===== src/rtl/pipe_pkg.sv =====
// Shared ISA constants and controller state encoding for the 5-stage core.
// Used by the ID-stage decoder, the sequencing controller and the hazard logic.
package pipe_pkg;

   localparam logic [3:0] OP_ADD  = 4'b0000;
   localparam logic [3:0] OP_SUB  = 4'b0001;
   localparam logic [3:0] OP_AND  = 4'b0010;
   localparam logic [3:0] OP_OR   = 4'b0011;
   localparam logic [3:0] OP_XOR  = 4'b0100;
   localparam logic [3:0] OP_SLT  = 4'b0101;
   localparam logic [3:0] OP_ADDI = 4'b0110;
   localparam logic [3:0] OP_LW   = 4'b0111;
   localparam logic [3:0] OP_SW   = 4'b1000;
   localparam logic [3:0] OP_BEQ  = 4'b1001;
   localparam logic [3:0] OP_BNE  = 4'b1010;
   localparam logic [3:0] OP_JMP  = 4'b1011;
   localparam logic [3:0] OP_NOP  = 4'b1111;
   localparam logic [3:0] HALT_OP = 4'b1110;

   localparam logic [2:0] ALU_ADD = 3'd0;
   localparam logic [2:0] ALU_SUB = 3'd1;
   localparam logic [2:0] ALU_AND = 3'd2;
   localparam logic [2:0] ALU_OR  = 3'd3;
   localparam logic [2:0] ALU_XOR = 3'd4;
   localparam logic [2:0] ALU_SLT = 3'd5;

   typedef enum logic [1:0] {
      RUN      = 2'd0,
      MEM_WAIT = 2'd1,
      DRAIN    = 2'd2,
      HALTED   = 2'd3
   } ctrl_state_t;

endpackage


===== src/rtl/load_use_detect.sv =====
// Register-compare hazard check between the ID sources and the EX destination.
// Tie i_exReadMem high to reuse it as a plain RAW match for forwarding.
module load_use_detect
   import pipe_pkg::*;
#(
   parameter int ADDR_W = 3
) (
   input  logic              i_idValid,
   input  logic [ADDR_W-1:0] i_idRs,
   input  logic [ADDR_W-1:0] i_idRt,
   input  logic              i_idUsesRs,
   input  logic              i_idUsesRt,
   input  logic              i_exReadMem,
   input  logic              i_exWriteReg,
   input  logic [ADDR_W-1:0] i_exRd,
   output logic              o_hazard
);

   logic w_rsMatch;
   logic w_rtMatch;

   assign w_rsMatch = i_idUsesRs && (i_idRs == i_exRd);
   assign w_rtMatch = i_idUsesRt && (i_idRt == i_exRd);
   assign o_hazard  = i_idValid && i_exReadMem && i_exWriteReg && (w_rsMatch || w_rtMatch);

endmodule


===== src/rtl/pipeline_ctrl.sv =====
// Sequencing controller: per-stage enables/flushes from hazards, run/halt state
// and a stall performance counter for the 5-stage core.
module pipeline_ctrl
   import pipe_pkg::*;
#(
   parameter int REG_ADDR_W   = 3,
   parameter int DRAIN_CYCLES = 3,
   parameter int MEM_TIMEOUT  = 15,
   parameter int STALL_CNT_W  = 16
) (
   input  logic                   clk,
   input  logic                   rst_n,
   input  logic                   id_valid,
   input  logic [3:0]             id_opcode,
   input  logic [REG_ADDR_W-1:0]  id_rs,
   input  logic [REG_ADDR_W-1:0]  id_rt,
   input  logic                   id_uses_rs,
   input  logic                   id_uses_rt,
   input  logic                   ex_read_mem,
   input  logic                   ex_write_reg,
   input  logic [REG_ADDR_W-1:0]  ex_rd,
   input  logic                   ex_redirect,
   input  logic                   mem_access,
   input  logic                   mem_ready,
   output logic                   pc_en,
   output logic                   pc_sel_redirect,
   output logic                   ifid_en,
   output logic                   idex_en,
   output logic                   exmem_en,
   output logic                   memwb_en,
   output logic                   ifid_flush,
   output logic                   idex_flush,
   output logic                   halted,
   output logic                   mem_error,
   output logic [STALL_CNT_W-1:0] stall_count
);

   localparam int DRAIN_W = $clog2(DRAIN_CYCLES + 1);
   localparam int WAIT_W  = $clog2(MEM_TIMEOUT + 1);

   ctrl_state_t            r_state;
   ctrl_state_t            w_nextState;
   logic [DRAIN_W-1:0]     r_drainCnt;
   logic [DRAIN_W-1:0]     w_nextDrainCnt;
   logic [WAIT_W-1:0]      r_waitCnt;
   logic [WAIT_W-1:0]      w_nextWaitCnt;
   logic                   r_retDrain;
   logic                   w_nextRetDrain;
   logic                   r_halted;
   logic                   r_memError;
   logic [STALL_CNT_W-1:0] r_stallCount;

   logic w_hazard;
   logic w_freeze;
   logic w_effRun;
   logic w_effDrain;
   logic w_redirect;
   logic w_haltId;
   logic w_loadUse;
   logic w_drainStep;
   logic w_enterHalted;
   logic w_setError;
   logic w_countStall;

   load_use_detect #(
      .ADDR_W(REG_ADDR_W)
   ) u_loadUse (
      .i_idValid   (id_valid),
      .i_idRs      (id_rs),
      .i_idRt      (id_rt),
      .i_idUsesRs  (id_uses_rs),
      .i_idUsesRt  (id_uses_rt),
      .i_exReadMem (ex_read_mem),
      .i_exWriteReg(ex_write_reg),
      .i_exRd      (ex_rd),
      .o_hazard    (w_hazard)
   );

   // An unfrozen MEM_WAIT cycle behaves like the state it was entered from.
   assign w_freeze    = mem_access && !mem_ready && (r_state != HALTED);
   assign w_effRun    = (r_state == RUN)   || ((r_state == MEM_WAIT) && !r_retDrain);
   assign w_effDrain  = (r_state == DRAIN) || ((r_state == MEM_WAIT) &&  r_retDrain);
   assign w_redirect  = w_effRun && !w_freeze && ex_redirect;
   assign w_haltId    = w_effRun && !w_freeze && !ex_redirect && id_valid && (id_opcode == HALT_OP);
   assign w_loadUse   = w_effRun && !w_freeze && !ex_redirect && !w_haltId && w_hazard;
   assign w_drainStep = w_effDrain && !w_freeze;

   always_comb begin
      pc_en           = 1'b0;
      pc_sel_redirect = 1'b0;
      ifid_en         = 1'b0;
      idex_en         = 1'b0;
      exmem_en        = 1'b0;
      memwb_en        = 1'b0;
      ifid_flush      = 1'b0;
      idex_flush      = 1'b0;
      if (rst_n) begin
         if (w_redirect) begin
            pc_en           = 1'b1;
            pc_sel_redirect = 1'b1;
            ifid_en         = 1'b1;
            idex_en         = 1'b1;
            exmem_en        = 1'b1;
            memwb_en        = 1'b1;
            ifid_flush      = 1'b1;
            idex_flush      = 1'b1;
         end else if (w_haltId || w_loadUse || w_drainStep) begin
            idex_en    = 1'b1;
            exmem_en   = 1'b1;
            memwb_en   = 1'b1;
            idex_flush = 1'b1;
         end else if (w_effRun && !w_freeze) begin
            pc_en    = 1'b1;
            ifid_en  = 1'b1;
            idex_en  = 1'b1;
            exmem_en = 1'b1;
            memwb_en = 1'b1;
         end
      end
   end

   always_comb begin
      w_nextState    = r_state;
      w_nextDrainCnt = r_drainCnt;
      w_nextWaitCnt  = r_waitCnt;
      w_nextRetDrain = r_retDrain;
      w_enterHalted  = 1'b0;
      w_setError     = 1'b0;
      case (r_state)
         RUN: begin
            if (w_freeze) begin
               w_nextState    = MEM_WAIT;
               w_nextWaitCnt  = WAIT_W'(1);
               w_nextRetDrain = 1'b0;
            end else if (w_haltId) begin
               w_nextState    = DRAIN;
               w_nextDrainCnt = DRAIN_W'(DRAIN_CYCLES);
            end
         end
         MEM_WAIT: begin
            if (w_freeze) begin
               if (r_waitCnt >= WAIT_W'(MEM_TIMEOUT)) begin
                  w_nextState   = HALTED;
                  w_enterHalted = 1'b1;
                  w_setError    = 1'b1;
               end else begin
                  w_nextWaitCnt = r_waitCnt + WAIT_W'(1);
               end
            end else begin
               w_nextWaitCnt = '0;
               if (r_retDrain) begin
                  if (r_drainCnt <= DRAIN_W'(1)) begin
                     w_nextState    = HALTED;
                     w_nextDrainCnt = '0;
                     w_enterHalted  = 1'b1;
                  end else begin
                     w_nextState    = DRAIN;
                     w_nextDrainCnt = r_drainCnt - DRAIN_W'(1);
                  end
               end else if (w_haltId) begin
                  w_nextState    = DRAIN;
                  w_nextDrainCnt = DRAIN_W'(DRAIN_CYCLES);
               end else begin
                  w_nextState = RUN;
               end
            end
         end
         DRAIN: begin
            if (w_freeze) begin
               w_nextState    = MEM_WAIT;
               w_nextWaitCnt  = WAIT_W'(1);
               w_nextRetDrain = 1'b1;
            end else if (r_drainCnt <= DRAIN_W'(1)) begin
               w_nextState    = HALTED;
               w_nextDrainCnt = '0;
               w_enterHalted  = 1'b1;
            end else begin
               w_nextDrainCnt = r_drainCnt - DRAIN_W'(1);
            end
         end
         HALTED: begin
            w_nextState = HALTED;
         end
         default: begin
            w_nextState = RUN;
         end
      endcase
   end

   always_ff @(posedge clk or negedge rst_n) begin
      if (!rst_n) begin
         r_state    <= RUN;
         r_drainCnt <= '0;
         r_waitCnt  <= '0;
         r_retDrain <= 1'b0;
         r_halted   <= 1'b0;
         r_memError <= 1'b0;
      end else begin
         r_state    <= w_nextState;
         r_drainCnt <= w_nextDrainCnt;
         r_waitCnt  <= w_nextWaitCnt;
         r_retDrain <= w_nextRetDrain;
         r_halted   <= r_halted | w_enterHalted;
         r_memError <= r_memError | w_setError;
      end
   end

   // DRAIN and HALTED cycles are intentional idling, not stalls.
   assign w_countStall = ((r_state == RUN) || (r_state == MEM_WAIT)) && !pc_en;

   always_ff @(posedge clk or negedge rst_n) begin
      if (!rst_n) begin
         r_stallCount <= '0;
      end else if (w_countStall && (r_stallCount != {STALL_CNT_W{1'b1}})) begin
         r_stallCount <= r_stallCount + STALL_CNT_W'(1);
      end
   end

   assign halted      = r_halted;
   assign mem_error   = r_memError;
   assign stall_count = r_stallCount;

endmodule


===== config.mk =====
export PLATFORM = sky130hd
export DESIGN_NAME = pipeline_ctrl
export DESIGN_NICKNAME = d
export VERILOG_FILES = /design/src/rtl/pipe_pkg.sv /design/src/rtl/load_use_detect.sv /design/src/rtl/pipeline_ctrl.sv
export SDC_FILE = /design/constraint.sdc
export NUM_CORES = 1
export LEC_CHECK = 0
export BUFFER_PORTS_ARGS = -buffer_cell sky130_fd_sc_hd__buf_2
export CAP_MARGIN = 5
export CORE_ASPECT_RATIO = 1.1
export CORE_MARGIN = 10
export CORE_UTILIZATION = 47
export DETAILED_ROUTE_END_ITERATION = 7
export PLACE_DENSITY = 0.75
export SYNTH_ARGS = -nofsm -noshare
export SYNTH_HDL_FRONTEND = slang
export SYNTH_SLANG_ARGS = --single-unit

===== constraint.sdc =====
create_clock -name clk -period 2.3 [get_ports clk]
set_clock_uncertainty 0.1 [all_clocks]
set_input_delay 0.46 -clock clk [delete_from_list [all_inputs] [get_ports clk]]
set_output_delay 0.46 -clock clk [all_outputs]
set_load 0.02 [all_outputs]

==> results.toml, run 1 <==
[outcome]
run_status = "complete, but fails checks"
violations_in_the_final_reports = "setup timing"

[logic_synthesis]
synth_cells = 174
synth_area_sq_um = 1720
synthesis.area_per_instance_sq_um = 9.87
ys_ff_latch = 27
sequential_fraction_of_the_synthesis_area = 0.394
yosys_warnings = 0
postSynthNetCount = 203
synth_cell_types = 49

[timing]
max_slew.worst_pin.slew_ns = 0.717
max_freq_mhz = 369
timing.max_slew.rel_slack = 0.520
final-hold-violation-count = 0
rsz0062_at_grt = "true"
final.setup.worst_slack_ns = -0.410
layout_min_cycle_time_ns = 2.71
timing_max_transition_violations_final = 0
setup-violations-final = 24
share_of_the_cycle_needed_by_the_critical_path_after_routing = 1.18

[global_routing]
wire_length_of_the_first_global_routing_pass_um = 8230
grt_start_max_net_pins = 15
grt_usage = 0.151
grt_overflow_total = 0
antenna_violations_before_repair = 0
grt_pass1_vias = 1750

[power_and_ir_drop]
finalPower_mw = 3.09
total_leakage_power_nw = 1.26
peakVddDrop_v = 0.00122
power.density_cell_area_nw_per_um2 = 1210
comb_power_share = 0.706
pwr-share-clk = 0.070
power.share.sequential = 0.224
sw_ratio = 0.436
power_switching_mw = 1.35
intPower_mw = 1.74

[detailed_routing]
totalWireLength_um = 4990
detail-route-antenna-nets = 0
drt_pre_antenna_iters = 4
detail_route.iter0.violations = 129
met2WireLength_um = 2810
routed-wl-met3_um = 165
met1Wirelength_um = 1920
post_drt_via_cell_ratio = 5.36
vias = 1608
topRoutingLayerUsed = "met4"
post_drt_wl_per_cell_um = 16.6
detail_route.drc_violations = 0

[cts]
clk_root_buffer_cell = "sky130_fd_sc_hd__clkbuf_4"
numCtsBuffers = 3
ctsHtreeMaxLevel = 1
clkLatencyLatePin_ns = 0.34
numClockSinks = 27
cts_buffer_depth = 2
cts_tree = "built"
path_clk_slew_ns = 0.15

[layout]
num_antenna_cells = 0
count_of_non_filler_cells_in_the_finished_layout = 300
n_fill_cell = 240
finalCoreUtilization = 0.741
drive_gt1_frac = 0.468
area_growth_syn_to_layout_pct = 48.5
final_nets = 282

[floorplanning]
coreArea_sq_um = 3440
initial_core_util = 0.499
floorplan.rows = 22
num_io_pins = 49
fp.dieArea_sq_um = 6470
die_h_um = 83.4
fp.dieW_um = 77.6

[placed_design]
dp_hpwl_um = 3430
port_buffers = 48
gpl.final_weighted_congestion = 0.817
dp_cells = 282

[worst_setup_path]
crit_path_start_kind = "flip-flop"
crit_required_ns = 1.74
critical_path.n_buffers_inverters = 1
cp.arrival_ns = 2.15
critical_path.max_stage_delay_ns = 0.44
slowest_stage = "sky130_fd_sc_hd__dfrtp_1"
timing.critical_path.max_delay_family = "simple AND/OR/NAND/NOR gates"
cp_max_fo = 3
setup.worst_path.class = "reg2out"
worst_setup_path_end_kind = "output port"
ordered_cell_list_for_the_critical_path = "ha_2 > or3b_4 > o21ai_4 > a2111oi_4 > nor3_2 > nor2_2 > nor3_4 > buf_6"

[job]
cap_violations = 0

[hold_path]
hold_class = "in2async"
-- cells by family (layout without fill, tap and decap cells) --
group | Yosys count | after routing | share of synthesized area
AO/OA/AOI/OAI | 30 | 30 | 0.148
XOR/XNOR | 23 | 23 | 0.117
adder cells (fa/ha/maj) | 6 | 6 | 0.0437
buffers and inverters | 17 | 95 | 0.0554
flip-flops | 27 | 27 | 0.394
multiplexers | 3 | 3 | 0.0182
AND/OR/NAND/NOR | 68 | 68 | 0.224
-- routing by layer --
layer | up-vias | track usage
met2 | 35 | 0.278
met1 | 790 | 0.172
met3 | 9 | 0.0302
met5 | - | 0
met4 | 0 | 0.0297
li1 | 774 | -
-- sequential cells by signal (all words and copies together) (netlist names) --
| name | cells |
|---|---|
| halted | 1 |
| mem_error | 1 |
| r_drainCnt | 2 |
| r_retDrain | 1 |
| r_state | 2 |
| r_waitCnt | 4 |
| stall_count | 16 |
-- worst register-to-register path: stages (launching register included) --
cell and delay [ns]:
sky130_fd_sc_hd__dfrtp_1 0.44, sky130_fd_sc_hd__ha_2 0.20, sky130_fd_sc_hd__or3b_4 0.39, sky130_fd_sc_hd__buf_4 0.14, sky130_fd_sc_hd__buf_6 0.11, sky130_fd_sc_hd__o2111ai_4 0.08, sky130_fd_sc_hd__o221a_4 0.23, sky130_fd_sc_hd__o31ai_4 0.06
sky130_fd_sc_hd__buf_6 0.13, sky130_fd_sc_hd__buf_12 0.14, sky130_fd_sc_hd__or3_4 0.33, sky130_fd_sc_hd__xnor2_1 0.14
-- cell usage after synthesis, drive strengths merged --
library cell  instances  area share
xor2                 12       0.061
a21oi                 3      0.0087
and2b                 1      0.0044
nor2b                 1      0.0036
o31ai                 3       0.021
clkbuf                2      0.0044
nor4                  3       0.011
nand3                 8       0.023
o21a                  1      0.0044
nor3b                 1      0.0044
mux2i                 2       0.012
nand2                14       0.031
nor2                  9       0.020
and2                  1      0.0036
o21ai                10       0.036
or3b                  1      0.0051
o2111ai               1      0.0087
o311ai                1      0.0051
o22ai                 1      0.0036
o221a                 1      0.0066
a32o                  1      0.0058
a22o                  2       0.010
mux2                  1      0.0066
or2                   1      0.0036
dfrtp                27        0.39
xnor2                11       0.056
a31oi                 2      0.0073
nand4                 3       0.011
and3                  3       0.011
or3                   2      0.0073
a2111oi               1       0.016
nor3                 13       0.055
buf                   8       0.036
a311oi                1      0.0051
nand2b                4       0.015
a21o                  1      0.0044
ha                    6       0.044
nand4b                2       0.010
inv                   7       0.015
a41oi                 1      0.0051
and4                  1      0.0051
-- cell usage in the layout (no fill, tap or decap), types with 5 or more instances in the layout --
cell,netlist,layout
sky130_fd_sc_hd__xnor2_1,11,11
sky130_fd_sc_hd__nor2_1,9,5
sky130_fd_sc_hd__dfrtp_1,27,27
sky130_fd_sc_hd__o21ai_0,8,6
sky130_fd_sc_hd__nor3_4,0,7
sky130_fd_sc_hd__nand2_1,14,14
sky130_fd_sc_hd__nand3_1,8,8
sky130_fd_sc_hd__buf_2,1,40
sky130_fd_sc_hd__buf_4,4,28
sky130_fd_sc_hd__buf_6,2,11
sky130_fd_sc_hd__xor2_1,12,12
-- through the flow --
stage | hold slack [ns] | setup TNS, ns | cell area, sq um | setup slack [ns]
after floorplan | 0.0644 | -0.504 | 1740 | -0.238
after global placement | 0.203 | -0.360 | 2150 | -0.104
after detailed placement | 0.210 | -0.691 | 2150 | -0.178
after CTS | 0.0383 | -3.17 | 2390 | -0.408
after global routing | 0.0575 | -7.71 | 2550 | -0.525
final | 0.0430 | -5.32 | 2550 | -0.410
-- final cells by class --
cell class	count	area (sq um)	area share
flip-flops and latches	27	676	0.265
multi-input cells	130	1130	0.445
repair buffers	84	627	0.246
clock buffers	4	26.3	0.0103
well taps	48	60.1	0.0236
inverters	7	26.3	0.0103
-- path summary, 6_finish.rpt --
kind | startpoint | to | slack (ns) | depth (start not counted)
setup / recovery | r_state[0]$_DFFE_PN0P_ | pc_en | -0.41 | 8
hold / removal | rst_n | stall_count[14]$_DFFE_PN0P_ | 0.04 | 2
setup reg to reg | r_state[0]$_DFFE_PN0P_ | stall_count[8]$_DFFE_PN0P_ | -0.30 | 11
hold reg to reg | halted$_DFF_PN0_ | halted$_DFF_PN0_ | 0.37 | 1
max in group asynchronous | rst_n | r_retDrain$_DFFE_PN0P_ | 1.47 | 2
min in group clk | halted$_DFF_PN0_ | halted$_DFF_PN0_ | 0.37 | 1
-- what timing repair did --
action,4_1_cts,5_1_grt
setup buffers,8,6
hold buffers,1,0
pin swaps,8,11
gates resized for setup,31,24
endpoints found under the setup margin,19,24
gates cloned,1,0
endpoints found under the hold margin,3,0
-- power by group through the flow --
stage               Sequential (mW)  Clock, mW  Combinational [mW]
detailed placement            0.696          0                1.51
finish                        0.692      0.217                2.18
global placement              0.691          0                1.48
global route                  0.713      0.247                2.35
floorplan                     0.750          0               0.917
CTS                           0.688      0.211                1.89
Power figures use the tool's default switching activity.
==> inputs of run 2 (changes only) <==
--- a/config.mk
+++ b/config.mk
@@ -12,6 +12,7 @@
 export CORE_UTILIZATION = 47
 export DETAILED_ROUTE_END_ITERATION = 7
 export PLACE_DENSITY = 0.75
+export SETUP_SLACK_MARGIN = 0.2
 export SYNTH_ARGS = -nofsm -noshare
 export SYNTH_HDL_FRONTEND = slang
 export SYNTH_SLANG_ARGS = --single-unit
==> run 2 against run 1 <==
Effect of this change: the flow still finishes with violations (setup timing); maximum frequency shrank 2.1%; flip-flop and latch count is the same; worst setup slack lost 0.057 ns; via count grew 0.68%; global-route usage shrank 1.2 points; utilization grew 1.3 points; highest routed layer unchanged.
==> results.toml, run 2 (synthesized netlist as in run 1, its figures left out) <==
[detailed_routing]
totalWireLength_um = 5190
drt_pre_antenna_iters = 4
detail-route-antenna-nets = 0
vias = 1619
detail_route.iter0.violations = 96
post_drt_wl_per_cell_um = 17.3
detail_route.drc_violations = 0
post_drt_via_cell_ratio = 5.41

[cts]
cts_buffer_depth = 2
cts_tree = "built"
numCtsBuffers = 3
numClockSinks = 27
ctsHtreeMaxLevel = 1
path_clk_slew_ns = 0.15
clk_root_buffer_cell = "sky130_fd_sc_hd__clkbuf_4"
clkLatencyLatePin_ns = 0.32

[global_routing]
grt_usage = 0.138
antenna_violations_before_repair = 0
grt_start_max_net_pins = 22
grt_pass1_vias = 1624
grt_overflow_total = 0
wire_length_of_the_first_global_routing_pass_um = 7660

[worst_setup_path]
setup.worst_path.class = "reg2out"
timing.critical_path.max_delay_family = "compound AO/OA/AOI/OAI gates"
cp.arrival_ns = 2.21
ordered_cell_list_for_the_critical_path = "inv_1 > ha_1 > and2b_2 > o21ai_4 > a2111oi_4 > nor3_2 > buf_4 > o21ai_1 > buf_4"
rr_startpoint = "r_state[0]$_DFFE_PN0P_"
crit_path_frequent_cell = "sky130_fd_sc_hd__buf_4"
critical_path.n_buffers_inverters = 3
regToRegSetupSlack_ns = -0.20
worstRegToRegCells = 10
critical_path.max_stage_delay_ns = 0.43
crit_path_start_kind = "flip-flop"
crit_required_ns = 1.74
timing.rr.end = "stall_count[8]$_DFFE_PN0P_"
slowest_stage = "sky130_fd_sc_hd__dfrtp_1"
cp_max_fo = 3
worst_setup_path_end_kind = "output port"

[placed_design]
dp_hpwl_um = 3460
gpl.final_weighted_congestion = 0.815
worst_setup_timing_slack_at_the_placement_stage_ns = -0.143
port_buffers = 48

[layout]
final_common_cell = "sky130_fd_sc_hd__buf_2"
num_antenna_cells = 0
drive_gt1_frac = 0.506
largest_register_ff_count = 16
final_cell_mix = "sky130_fd_sc_hd__buf_2 (40), sky130_fd_sc_hd__buf_4 (28), sky130_fd_sc_hd__dfrtp_1 (27)"
final_nets = 281
area_growth_syn_to_layout_pct = 51.1

[job]
cap_violations = 0

[floorplanning]
floorplan.rows = 22
coreArea_sq_um = 3440
num_io_pins = 49
die_h_um = 83.4
fp.dieW_um = 77.6
fp.dieArea_sq_um = 6470
initial_core_util = 0.499

[outcome]
run_status = "complete, but fails checks"
violations_in_the_final_reports = "setup timing"

[timing]
max_freq_mhz = 361
timing_max_transition_violations_final = 0
max_slew.worst_pin.slew_ns = 0.714
rsz0062_at_grt = "true"
layout_min_cycle_time_ns = 2.77
timing.max_slew.rel_slack = 0.523
final.setup.worst_slack_ns = -0.468
setup-violations-final = 24
final_total_negative_setup_slack_ns = -4.64
share_of_the_cycle_needed_by_the_critical_path_after_routing = 1.20
final-hold-violation-count = 0

[power_and_ir_drop]
power.density_cell_area_nw_per_um2 = 1220
power.share.sequential = 0.217
comb_power_share = 0.718
intPower_mw = 1.78
power_switching_mw = 1.40
total_leakage_power_nw = 1.28
finalPower_mw = 3.18
peakVddDrop_v = 0.000999
pwr-share-clk = 0.065
sw_ratio = 0.441

[hold_path]
hold_class = "in2async"
run 2: changes by cell type in the layout (fill, tap and decap cells not counted), moves of 2 or more:
cell and delta:
sky130_fd_sc_hd__o21ai_0 -3, sky130_fd_sc_hd__o21ai_2 +4, sky130_fd_sc_hd__nor2_1 -2, sky130_fd_sc_hd__inv_2 -2
sky130_fd_sc_hd__inv_1 +2
run 2: final cells by class:
class	count	area [sq um]
clock buffers	3	22.5
clock inverters	1	5.00
fillers	253	847
inverters	7	26.3
multi-input cells	130	1200
flip-flops and latches	27	676
well taps	48	60.1
repair buffers	83	601
run 2: stage by stage:
step / instances / area, sq um / hold WS (ns) / utilization
floorplan: 174 / 1770 / 0.0644 / -
global placement: 282 / 2180 / 0.229 / 0.633
detailed placement: 282 / 2180 / 0.227 / 0.633
CTS: 288 / 2290 / 0.0595 / 0.664
global route: 299 / 2590 / 0.0797 / 0.754
finish: 299 / 2590 / 0.0805 / 0.754
run 2: how the worst max path moves through the flow:
stage                                 from  slack (ns)  cells after the start    endpoint
finish              r_state[1]$_DFFE_PN0P_       -0.47                      9  idex_flush
global route        r_state[1]$_DFFE_PN0P_       -0.60                      9  idex_flush
CTS                 r_state[0]$_DFFE_PN0P_       -0.39                      8     ifid_en
detailed placement               mem_ready       -0.14                      8     ifid_en
global placement                 mem_ready        -0.1                      8     ifid_en
floorplan           r_state[0]$_DFFE_PN0P_       -0.24                      9       pc_en
run 2: what timing repair did:
action | 4_1_cts | 5_1_grt
pin swaps | 0 | 12
endpoints found under the hold margin | 6 | 0
resized for setup | 15 | 47
endpoints found under the setup margin | 26 | 30
buffers inserted | 1 | 10
cloned | 0 | 1
hold buffers | 1 | 0
run 2: layer usage:
metal / wire [um] / track usage
met1: 2040 / 0.166
met2: 2960 / 0.247
met3: 145 / 0.0205
met4: 40 / 0.0363
met5: 0 / 0
run 2: power groups by stage:
stage	sequential, mW	combinational, mW	clock (mW)
floorplan	0.750	0.964	0
global placement	0.692	1.55	0
detailed placement	0.695	1.58	0
CTS	0.686	1.67	0.208
global route	0.711	2.46	0.232
finish	0.690	2.28	0.205
run 2: worst reg2reg max path: stages (launching register included):
cell	delay (ns)
sky130_fd_sc_hd__dfrtp_1	0.43
sky130_fd_sc_hd__ha_2	0.20
sky130_fd_sc_hd__or3b_4	0.40
sky130_fd_sc_hd__buf_4	0.15
sky130_fd_sc_hd__buf_6	0.11
sky130_fd_sc_hd__o2111ai_4	0.08
sky130_fd_sc_hd__o221a_4	0.23
sky130_fd_sc_hd__o31ai_4	0.09
sky130_fd_sc_hd__buf_12	0.15
sky130_fd_sc_hd__or3_4	0.33
sky130_fd_sc_hd__xnor2_1	0.13
==> inputs of run 3 (changes only) <==
--- a/config.mk
+++ b/config.mk
@@ -9,9 +9,10 @@
 export CAP_MARGIN = 5
 export CORE_ASPECT_RATIO = 1.1
 export CORE_MARGIN = 10
-export CORE_UTILIZATION = 47
+export CORE_UTILIZATION = 48
+export CTS_BUF_LIST = sky130_fd_sc_hd__clkbuf_4
 export DETAILED_ROUTE_END_ITERATION = 7
-export PLACE_DENSITY = 0.75
+export PLACE_DENSITY = 0.77
 export SETUP_SLACK_MARGIN = 0.2
 export SYNTH_ARGS = -nofsm -noshare
 export SYNTH_HDL_FRONTEND = slang
==> run 3 against run 2 <==
Effect of this change: the flow still finishes with violations (setup timing); die area fell by 1.6%; count of clock-buffer cells in the layout is the same; flip-flop and latch count did not move; critical path depth fell by 1; final cell count fell by 2.7%; first-iteration DRC count decreased by 42%; worst setup slack gained 0.072 ns; register-to-register slack improved by 0.09 ns; hold slack improved by 0.026 ns.
==> results.toml, run 3 (synthesized netlist as in run 1, its figures left out) <==
[detailed_routing]
routed-wl-met3_um = 272
met2WireLength_um = 2320
vias = 1574
topRoutingLayerUsed = "met4"
met1Wirelength_um = 2110
drt_pre_antenna_iters = 4
detail_route.iter0.violations = 56
totalWireLength_um = 4740
post_drt_via_cell_ratio = 5.41
detail-route-antenna-nets = 0
post_drt_wl_per_cell_um = 16.3
detail_route.drc_violations = 0

[cts]
ctsHtreeMaxLevel = 1
numClockSinks = 27
cts_tree = "built"
path_clk_slew_ns = 0.16
clk_root_buffer_cell = "sky130_fd_sc_hd__clkbuf_4"
cts_buffer_depth = 2
numCtsBuffers = 3
clkLatencyLatePin_ns = 0.33

[hold_path]
hold_class = "in2async"

[placed_design]
dp_hpwl_um = 3570
gpl.final_weighted_congestion = 0.847
port_buffers = 48
post_dp_cell_area_sq_um = 2170

[worst_setup_path]
timing.rr.end = "stall_count[1]$_DFFE_PN0P_"
worst_setup_path_end_kind = "output port"
cp_max_fo = 3
regToRegSetupSlack_ns = -0.11
cp.arrival_ns = 2.14
setup.worst_path.class = "reg2out"
crit_required_ns = 1.74
crit_path_start_kind = "flip-flop"
worstRegToRegCells = 8
rr_startpoint = "r_state[0]$_DFFE_PN0P_"

[outcome]
run_status = "complete, but fails checks"
violations_in_the_final_reports = "setup timing"

[timing]
final-hold-violation-count = 0
rsz0062_at_grt = "true"
final_hold_slack_ns = 0.107
final_total_negative_setup_slack_ns = -2.78
timing_max_transition_violations_final = 0
layout_min_cycle_time_ns = 2.70
final.setup.worst_slack_ns = -0.395
max_freq_mhz = 371
timing.max_slew.rel_slack = 0.621
share_of_the_cycle_needed_by_the_critical_path_after_routing = 1.17
setup-violations-final = 22
max_slew.worst_pin.slew_ns = 0.566

[global_routing]
grt_pass1_vias = 1619
grt_start_max_net_pins = 28
grt_usage = 0.147
antenna_violations_before_repair = 0
wire_length_of_the_first_global_routing_pass_um = 7830
grt_overflow_total = 0

[floorplanning]
floorplan.rows = 22
die_h_um = 82.7
initial_core_util = 0.507
num_io_pins = 49
coreArea_sq_um = 3390
fp.dieArea_sq_um = 6370
fp.dieW_um = 77.0

[layout]
num_antenna_cells = 0
final_common_cell = "sky130_fd_sc_hd__buf_2"
finish.instance_area_sq_um = 2390
area_growth_syn_to_layout_pct = 39.3
largest_register_ff_count = 16
drive_gt1_frac = 0.457
final_cell_mix = "sky130_fd_sc_hd__buf_2 (41), sky130_fd_sc_hd__dfrtp_1 (27), sky130_fd_sc_hd__buf_4 (24)"
n_fill_cell = 268
final_nets = 273

[job]
cap_violations = 0

[power_and_ir_drop]
power.density_cell_area_nw_per_um2 = 1150
total_leakage_power_nw = 1.14
peakVddDrop_v = 0.000619
[run 3: cell types whose count changed in the layout (fill, tap and decap cells not counted), moves of 2 or more]
cell                      previous run  this run
sky130_fd_sc_hd__o21ai_2             4         1
sky130_fd_sc_hd__nor3_2              2         6
sky130_fd_sc_hd__buf_4              28        24
sky130_fd_sc_hd__o21ai_0             3         7
sky130_fd_sc_hd__or3_1               0         2
sky130_fd_sc_hd__buf_6              12        10
sky130_fd_sc_hd__or3_4               2         0
sky130_fd_sc_hd__nor3_4              8         3
sky130_fd_sc_hd__nor4_4              3         1
sky130_fd_sc_hd__nor4_2              0         2
[run 3: through the flow]
step | instances | power, mW | util | setup WS (ns)
final | 291 | 2.75 | 0.706 | -0.395
after global routing | 291 | 2.94 | 0.706 | -0.571
after CTS | 290 | 2.65 | 0.688 | -0.401
after detailed placement | 283 | 2.24 | 0.642 | -0.213
after global placement | 283 | 2.21 | 0.642 | -0.117
after floorplan | 174 | 1.71 | - | -0.238
[run 3: area by class of cell]
| type | instances | area [sq um] | area share |
|---|---|---|---|
| multi-input cells | 130 | 1100 | 0.460 |
| inverters | 7 | 26.3 | 0.0110 |
| well taps | 48 | 60.1 | 0.0251 |
| repair buffers | 75 | 498 | 0.208 |
| clock inverters | 1 | 7.51 | 0.00314 |
| clock buffers | 3 | 22.5 | 0.00942 |
| flip-flops and latches | 27 | 676 | 0.283 |
[run 3: where the power goes]
group	switching (mW)	internal, mW
logic	0.986	0.858
registers	0.108	0.582
clock network	0.148	0.0665
[run 3: worst max path at each step]
| stage | startpoint | to | slack [ns] | cells past startpoint |
|---|---|---|---|---|
| final | r_state[0]$_DFFE_PN0P_ | ifid_en | -0.40 | 8 |
| after global routing | r_state[0]$_DFFE_PN0P_ | ifid_en | -0.57 | 8 |
| after CTS | r_state[0]$_DFFE_PN0P_ | ifid_en | -0.40 | 8 |
| after detailed placement | ex_rd[0] | ifid_en | -0.21 | 8 |
| after global placement | ex_rd[0] | pc_en | -0.12 | 8 |
| after floorplan | r_state[0]$_DFFE_PN0P_ | pc_en | -0.24 | 9 |
[run 3: metal layers]
metal  up-vias  track usage
met5         -            0
met3         4       0.0335
li1        753            -
met4         0       0.0420
met1       753        0.181
met2        64        0.255
[run 3: timing repair]
item,in CTS,in global routing
hold buffers,0,0
endpoints found under the setup margin,26,30
endpoints found under the hold margin,0,0
pin swaps,4,1
setup buffers,3,1
resized for setup,25,12
[run 3: worst max-delay path: stages, from the launching register on]
cell                        delay, ns
sky130_fd_sc_hd__dfrtp_1         0.44
sky130_fd_sc_hd__ha_2            0.20
sky130_fd_sc_hd__or3b_4          0.39
sky130_fd_sc_hd__o21ai_4         0.10
sky130_fd_sc_hd__a2111oi_4       0.07
sky130_fd_sc_hd__nor3_2          0.21
sky130_fd_sc_hd__nor2_2          0.08
sky130_fd_sc_hd__nor3_4          0.14
sky130_fd_sc_hd__buf_4           0.17
